<file path="src/rtl/m2vside2_pkg.sv">
// m2vside2_pkg: definitions shared by the stage-1 container and the stage-2
// side-info buffer. It holds the block index constants, the s2_err bit
// positions and the default descriptor field widths.
package m2vside2_pkg;

  // Default descriptor field widths, shared with the stage-1 container
  localparam int MVH_WIDTH_DEF  = 16;
  localparam int MVV_WIDTH_DEF  = 15;
  localparam int MBX_WIDTH_DEF  = 6;
  localparam int MBY_WIDTH_DEF  = 5;
  localparam int BLK_WIDTH      = 3;
  localparam int DEPTH_LOG2_DEF = 2;

  // Block indices within a 4:2:0 macroblock
  localparam logic [BLK_WIDTH-1:0] BLK_Y0 = 3'd0;
  localparam logic [BLK_WIDTH-1:0] BLK_Y1 = 3'd1;
  localparam logic [BLK_WIDTH-1:0] BLK_Y2 = 3'd2;
  localparam logic [BLK_WIDTH-1:0] BLK_Y3 = 3'd3;
  localparam logic [BLK_WIDTH-1:0] BLK_CB = 3'd4;
  localparam logic [BLK_WIDTH-1:0] BLK_CR = 3'd5;

  // s2_err bit positions
  localparam int ERR_OVF = 0;
  localparam int ERR_BLK = 1;

endpackage

</file>
<file path="src/rtl/m2vside2_fifo.sv">
// m2vside2_fifo: register-array FIFO with a show-ahead output register.
// The output register counts as one slot, so the array never holds more
// than DEPTH-1 entries. Equal pointers therefore always mean "array empty".
module m2vside2_fifo #(
  parameter int WIDTH      = 8,
  parameter int DEPTH_LOG2 = 2
) (
  input  logic                  clk,
  input  logic                  reset,
  input  logic                  push,
  input  logic [WIDTH-1:0]      din,
  input  logic                  pop,
  output logic [WIDTH-1:0]      dout,
  output logic                  valid,
  output logic                  full,
  output logic [DEPTH_LOG2:0]   level
);

  localparam int DEPTH = 1 << DEPTH_LOG2;
  localparam int CNT_W = DEPTH_LOG2 + 1;
  localparam logic [DEPTH_LOG2:0] DEPTH_CNT = {1'b1, {DEPTH_LOG2{1'b0}}};

  logic [WIDTH-1:0]      mem_q [DEPTH];
  logic [DEPTH_LOG2-1:0] wr_ptr_q, wr_ptr_d;
  logic [DEPTH_LOG2-1:0] rd_ptr_q, rd_ptr_d;
  logic [DEPTH_LOG2:0]   count_q, count_d;
  logic [WIDTH-1:0]      head_q, head_d;
  logic                  valid_q, valid_d;
  logic                  full_q, full_d;

  logic pop_eff, push_acc, need_head, mem_empty, load_mem, bypass, mem_we;

  // Next-state: head refill from the array, or bypass straight from din
  always_comb begin
    pop_eff   = pop & valid_q;
    push_acc  = push & (~full_q | pop_eff);
    need_head = ~valid_q | pop_eff;
    mem_empty = (wr_ptr_q == rd_ptr_q);
    load_mem  = need_head & ~mem_empty;
    bypass    = need_head & mem_empty & push_acc;
    mem_we    = push_acc & ~bypass;

    head_d  = head_q;
    valid_d = valid_q;
    if (need_head) begin
      valid_d = load_mem | bypass;
      if (load_mem) begin
        head_d = mem_q[rd_ptr_q];
      end else if (bypass) begin
        head_d = din;
      end
    end

    rd_ptr_d = rd_ptr_q + DEPTH_LOG2'(load_mem);
    wr_ptr_d = wr_ptr_q + DEPTH_LOG2'(mem_we);
    count_d  = count_q + CNT_W'(push_acc) - CNT_W'(pop_eff);
    full_d   = (count_d == DEPTH_CNT);
  end

  // Control and head registers; reset empties the FIFO immediately
  always_ff @(posedge clk or posedge reset) begin
    if (reset) begin
      wr_ptr_q <= '0;
      rd_ptr_q <= '0;
      count_q  <= '0;
      head_q   <= '0;
      valid_q  <= 1'b0;
      full_q   <= 1'b0;
    end else begin
      wr_ptr_q <= wr_ptr_d;
      rd_ptr_q <= rd_ptr_d;
      count_q  <= count_d;
      head_q   <= head_d;
      valid_q  <= valid_d;
      full_q   <= full_d;
    end
  end

  // Storage array; contents are don't-care while the pointers say empty
  always_ff @(posedge clk) begin
    if (mem_we) begin
      mem_q[wr_ptr_q] <= din;
    end
  end

  assign dout  = head_q;
  assign valid = valid_q;
  assign full  = full_q;
  assign level = count_q;

endmodule

</file>
<file path="src/rtl/m2vside2.sv">
// m2vside2: stage-2 side-information buffer. Queues stage-1 block
// descriptors and presents them to IDCT/MC with pixel coordinates and plane
// flags. Optional build macro M2VSIDE2_LEVEL_EN adds the s2_level output
// (registered FIFO occupancy).
module m2vside2
  import m2vside2_pkg::*;
#(
  parameter int MVH_WIDTH  = MVH_WIDTH_DEF,
  parameter int MVV_WIDTH  = MVV_WIDTH_DEF,
  parameter int MBX_WIDTH  = MBX_WIDTH_DEF,
  parameter int MBY_WIDTH  = MBY_WIDTH_DEF,
  parameter int DEPTH_LOG2 = DEPTH_LOG2_DEF
) (
  input  logic                  clk,
  input  logic                  reset,
  input  logic                  s1_push,
  input  logic [MVH_WIDTH-1:0]  s1_mv_h,
  input  logic [MVV_WIDTH-1:0]  s1_mv_v,
  input  logic [MBX_WIDTH-1:0]  s1_mb_x,
  input  logic [MBY_WIDTH-1:0]  s1_mb_y,
  input  logic                  s1_mb_intra,
  input  logic [2:0]            s1_block,
  input  logic                  s1_coded,
  input  logic                  s1_enable,
  output logic                  s1_full,
  input  logic                  s2_pop,
  output logic                  s2_valid,
  output logic [MVH_WIDTH-1:0]  s2_mv_h,
  output logic [MVV_WIDTH-1:0]  s2_mv_v,
  output logic [MBX_WIDTH-1:0]  s2_mb_x,
  output logic [MBY_WIDTH-1:0]  s2_mb_y,
  output logic                  s2_mb_intra,
  output logic [2:0]            s2_block,
  output logic                  s2_coded,
  output logic                  s2_luma,
  output logic                  s2_cbcr,
  output logic [MBX_WIDTH+3:0]  s2_pix_x,
  output logic [MBY_WIDTH+3:0]  s2_pix_y,
  output logic [1:0]            s2_err
`ifdef M2VSIDE2_LEVEL_EN
  ,
  output logic [DEPTH_LOG2:0]   s2_level
`endif
);

  localparam int PX_W   = MBX_WIDTH + 4;
  localparam int PY_W   = MBY_WIDTH + 4;
  localparam int DESC_W = MVH_WIDTH + MVV_WIDTH + MBX_WIDTH + MBY_WIDTH + 5;
  localparam int WORD_W = DESC_W + 2 + PX_W + PY_W;

  logic              push_qual, blk_ok, fifo_push, fifo_full, fifo_valid, pop_eff;
  logic              luma_in, cbcr_in;
  logic [PX_W-1:0]   pix_x_in;
  logic [PY_W-1:0]   pix_y_in;
  logic [WORD_W-1:0] fifo_din, fifo_dout;
  logic [1:0]        err_q, err_d;

  // Push qualification and plane coordinates. The descriptor is immutable
  // once captured, so deriving here and carrying the result with it gives
  // the same registered head values as deriving when the head loads.
  always_comb begin
    push_qual = s1_push & s1_enable;
    blk_ok    = (s1_block <= BLK_CR);
    fifo_push = push_qual & blk_ok;
    luma_in   = (s1_block < BLK_CB);
    if (luma_in) begin
      cbcr_in  = 1'b0;
      pix_x_in = {s1_mb_x, 4'b0000} + PX_W'({s1_block[0], 3'b000});
      pix_y_in = {s1_mb_y, 4'b0000} + PY_W'({s1_block[1], 3'b000});
    end else begin
      cbcr_in  = s1_block[0];
      pix_x_in = PX_W'({s1_mb_x, 3'b000});
      pix_y_in = PY_W'({s1_mb_y, 3'b000});
    end
    fifo_din = {s1_mv_h, s1_mv_v, s1_mb_x, s1_mb_y, s1_mb_intra, s1_block,
                s1_coded, luma_in, cbcr_in, pix_x_in, pix_y_in};
  end

  // Sticky error flags: overflow only when no pop frees a slot this cycle
  always_comb begin
    pop_eff = s2_pop & fifo_valid;
    err_d   = err_q;
    if (push_qual & ~blk_ok) begin
      err_d[ERR_BLK] = 1'b1;
    end
    if (fifo_push & fifo_full & ~pop_eff) begin
      err_d[ERR_OVF] = 1'b1;
    end
  end

  // Error register, cleared only by reset
  always_ff @(posedge clk or posedge reset) begin
    if (reset) begin
      err_q <= '0;
    end else begin
      err_q <= err_d;
    end
  end

`ifndef M2VSIDE2_LEVEL_EN
  logic [DEPTH_LOG2:0] level_unused;
`endif

  m2vside2_fifo #(
    .WIDTH      (WORD_W),
    .DEPTH_LOG2 (DEPTH_LOG2)
  ) u_fifo (
    .clk   (clk),
    .reset (reset),
    .push  (fifo_push),
    .din   (fifo_din),
    .pop   (s2_pop),
    .dout  (fifo_dout),
    .valid (fifo_valid),
    .full  (fifo_full),
`ifdef M2VSIDE2_LEVEL_EN
    .level (s2_level)
`else
    .level (level_unused)
`endif
  );

  assign {s2_mv_h, s2_mv_v, s2_mb_x, s2_mb_y, s2_mb_intra, s2_block,
          s2_coded, s2_luma, s2_cbcr, s2_pix_x, s2_pix_y} = fifo_dout;
  assign s2_valid = fifo_valid;
  assign s1_full  = fifo_full;
  assign s2_err   = err_q;

endmodule

</file>
<file path="config.mk">
export PLATFORM = sky130hd
export DESIGN_NAME = m2vside2
export DESIGN_NICKNAME = d
export VERILOG_FILES = /design/src/rtl/m2vside2_pkg.sv /design/src/rtl/m2vside2_fifo.sv /design/src/rtl/m2vside2.sv
export SDC_FILE = /design/constraint.sdc
export NUM_CORES = 1
export LEC_CHECK = 0
export CORE_MARGIN = 1.5
export CORE_UTILIZATION = 45
export CTS_BUF_LIST = sky130_fd_sc_hd__clkbuf_16
export DETAILED_ROUTE_END_ITERATION = 7
export HOLD_SLACK_MARGIN = 0.1
export PLACE_DENSITY_LB_ADDON = 0.1
export SYNTH_ARGS = -nofsm -noshare
export SYNTH_HDL_FRONTEND = slang
export SYNTH_SLANG_ARGS = --single-unit
</file>
<file path="constraint.sdc">
create_clock -name clk -period 8.1 [get_ports clk]
set_input_delay 1.62 -clock clk [delete_from_list [all_inputs] [get_ports clk]]
set_output_delay 1.62 -clock clk [all_outputs]
set_load 0.02 [all_outputs]
</file>
==> results.json <==
{
  "worst_skew_pair.late_latency_ns": 0.51,
  "end_kind": "register",
  "setup_viol": 0,
  "clock_skew_ns": 0.0215,
  "synth_top_area_share_pct": 57.5,
  "initial_core_util_pct": 46.1,
  "cp_data_required_time_ns": 8.22,
  "r2r_cells": 5,
  "synth-edff-count": 248,
  "drt_iter0_drc": 378,
  "cell_internal_pwr_mw": 3.89,
  "dp.cells": 1134,
  "grt_max_degree": 65,
  "cpLargestDelayFamily": "simple AND/OR/NAND/NOR gates",
  "cap_viol_max_count": 0,
  "crit_path_top_delay_cell": "clkdlybuf4s50_1",
  "grt_pass1_wl_um": 39900,
  "cts_buffer_depth": 3,
  "cts.sinks": 321,
  "antenna_found_initial": 0,
  "antenna_left": 0,
  "synth_most_common_cell": "edfxtp_1",
  "grt_overflow": 0,
  "drc": 0,
  "drive_gt1_share_pct": 29.0,
  "fin_util_pct": 55.0,
  "via_per_inst": 5.28,
  "fmax_ghz": 0.230,
  "ys_top_cells_by_area": "edfxtp_1, dfrtp_1, mux4_2, mux2i_1, o21ai_2",
  "numCtsBuffers": 35,
  "final_hold_viol_count": 0,
  "p_sw_mw": 1.86,
  "leakage_nw": 5.27,
  "io_buffers": 117,
  "cts_tree": "yes",
  "grt_pass1_vias": 6919,
  "area_growth_pct": 19.2,
  "first_pass_iters": 4,
  "critical_path.max_stage_delay_ns": 0.99,
  "yosys_warnings": 0,
  "routed_wl_um": 24800,
  "worst-path-buf-inv": 2,
  "cts_resized": 0,
  "ir_worst_vdd_v": 0.000175,
  "stdcell_area_um2": 15400,
  "rsz0062_at_grt": "no",
  "hold_depth": 1,
  "routabilityCongestion": 0.683,
  "crit_type": "in -> reg",
  "avgSynthCellArea_um2": 19.4,
  "sequentialPowerShare_pct": 41.0,
  "hp-class": "reg -> reg",
  "worstSetupPathDepth": 6,
  "routedWlPerCell_um": 20.7,
  "nets": 850,
  "synth.distinct_cells": 35,
  "final_cells": 1195,
  "clkTransAtPathRegs_ns": 0.05,
  "finalCritPeriodShare_pct": 53.7,
  "cts_hold_buf": 0,
  "cts_root_buf": "clkbuf_16",
  "crit_arrival_ns": 4.47,
  "dominantRegCellSynth": "edfxtp_1",
  "core.rowCount": 61,
  "htreeDepth": 2,
  "max_slew_margin_pct": 26.6,
  "die-area_um2": 29800,
  "die_h_um": 173,
  "pin_count": 124,
  "worstMarginPinSlew_ns": 1.10,
  "finalSetupTns_ns": 0,
  "cts_setup_buffers": 0,
  "ys_seq_area_share_pct": 71.6,
  "core_area_um2": 28100,
  "power_density_nw_per_um2": 372,
  "run_status": "finished clean",
  "path_max_fanout": 62,
  "track_usage_pct": 17.2,
  "path_cells": "clkdlybuf4s50_1 > nand2_2 > nand3_1 > or2_2 > inv_1 > and3_4",
  "placed_area_um2": 14400,
  "synth.cell_area_um2": 12900,
  "synth_seq_cells": 321,
  "dp_hpwl_um": 13800,
  "combPwrFrac_pct": 33.4,
  "startpoint_type": "input port",
  "synth.largest_area_cell": "edfxtp_1",
  "antennaDiodeCount": 0,
  "clkPwrFrac_pct": 25.7,
  "syn_inst": 667,
  "die_x_um": 173,
  "drv_slew": 0,
  "p_sw_share_pct": 32.4,
  "via_count": 6306,
  "yosys-top-cells-count": "edfxtp_1, dfrtp_1, mux2i_1, mux4_2, nand2_2",
  "async_reset_ff_share_pct": 22.7,
  "post-route-min-period_ns": 4.35
}
power groups by stage:
stage,registers [mW],logic (mW),clock network [mW]
3_5_place_dp,2.40,1.96,0
6_report,2.35,1.92,1.47
3_3_place_gp,2.39,1.93,0
5_1_grt,2.40,2.09,1.57
4_1_cts,2.37,1.97,1.51
2_1_floorplan,2.44,1.36,0
path summary, 6_finish.rpt:
check                                                   from                            end  slack (ns)
worst max-delay path                             s1_block[2]  u_fifo.mem_q[3][67]$_DFFE_PP_        3.75
worst min-delay path                   s2_err[0]$_DFFE_PP0P_          s2_err[0]$_DFFE_PP0P_        0.51
worst max register to register  u_fifo.rd_ptr_q[1]$_DFF_PP0_   u_fifo.rd_ptr_q[1]$_DFF_PP0_        4.79
worst min register to register         s2_err[0]$_DFFE_PP0P_          s2_err[0]$_DFFE_PP0P_        0.51
max in group asynchronous                              reset   u_fifo.rd_ptr_q[1]$_DFF_PP0_        5.44
min in group asynchronous                              reset    u_fifo.dout[24]$_DFFE_PP0P_        1.40
through the flow:
| stage | setup WS (ns) | hold slack [ns] | power (mW) |
|---|---|---|---|
| after floorplan | 0.696 | 0.480 | 3.79 |
| after detailed placement | 3.14 | 0.501 | 4.36 |
| after global routing | 3.50 | 0.536 | 6.07 |
| after global placement | 3.24 | 0.490 | 4.32 |
| after CTS | 3.67 | 0.515 | 5.85 |
| final | 3.75 | 0.506 | 5.75 |
placed cells by master, fill, tap and decap left out, drive strengths merged, types with 6 or more instances in the layout:
| cell | count |
|---|---|
| mux2 | 11 |
| nand2 | 65 |
| clkinv | 10 |
| o21ai | 62 |
| dfrtp | 73 |
| mux4 | 62 |
| conb | 6 |
| inv | 21 |
| buf | 10 |
| clkbuf | 37 |
| mux2i | 62 |
| clkdlybuf4s50 | 117 |
| edfxtp | 248 |
sequential cells by signal, summed over array words and instances (netlist names):
name and cells:
u_fifo.dout 62, s2_err 2, u_fifo.mem_q 248, u_fifo.wr_ptr_q 2
u_fifo.full 1, u_fifo.rd_ptr_q 2, u_fifo.level 3, u_fifo.valid 1
logic make-up (layout without fill, tap and decap cells):
family	count (synthesis)	in the layout	share of synthesized area (%)
DFF	321	321	71.6
muxes	135	135	16.5
and+or+nand+nor	80	80	3.59
AOI/OAI and AO/OA	67	67	4.19
buffers and inverters	52	197	3.08
xor gates and xnor gates	6	6	0.406
adders and majority gates	5	5	0.541
other	1	6	0.0290
per-layer routing:
| layer | vias up | part of all wire, % | track usage, % |
|---|---|---|---|
| met1 | 3257 | 43 | 23.0 |
| li1 | 2855 | - | - |
| met2 | 159 | 50 | 29.4 |
| met3 | 35 | 4.5 | 2.62 |
| met4 | 0 | 2.1 | 5.12 |
| met5 | - | 0 | 0 |
area by class of cell:
cell class / instances / area (um2)
Timing Repair Buffer: 127 / 1250
Clock buffer: 37 / 926
Sequential cell: 321 / 9280
Clock inverter: 24 / 145
Tap cell: 378 / 473
Inverter: 9 / 35.0
Multi-Input combinational cell: 299 / 3330
Fill cell: 2247 / 12600
No activity file was read; power rests on OpenSTA's default activity.
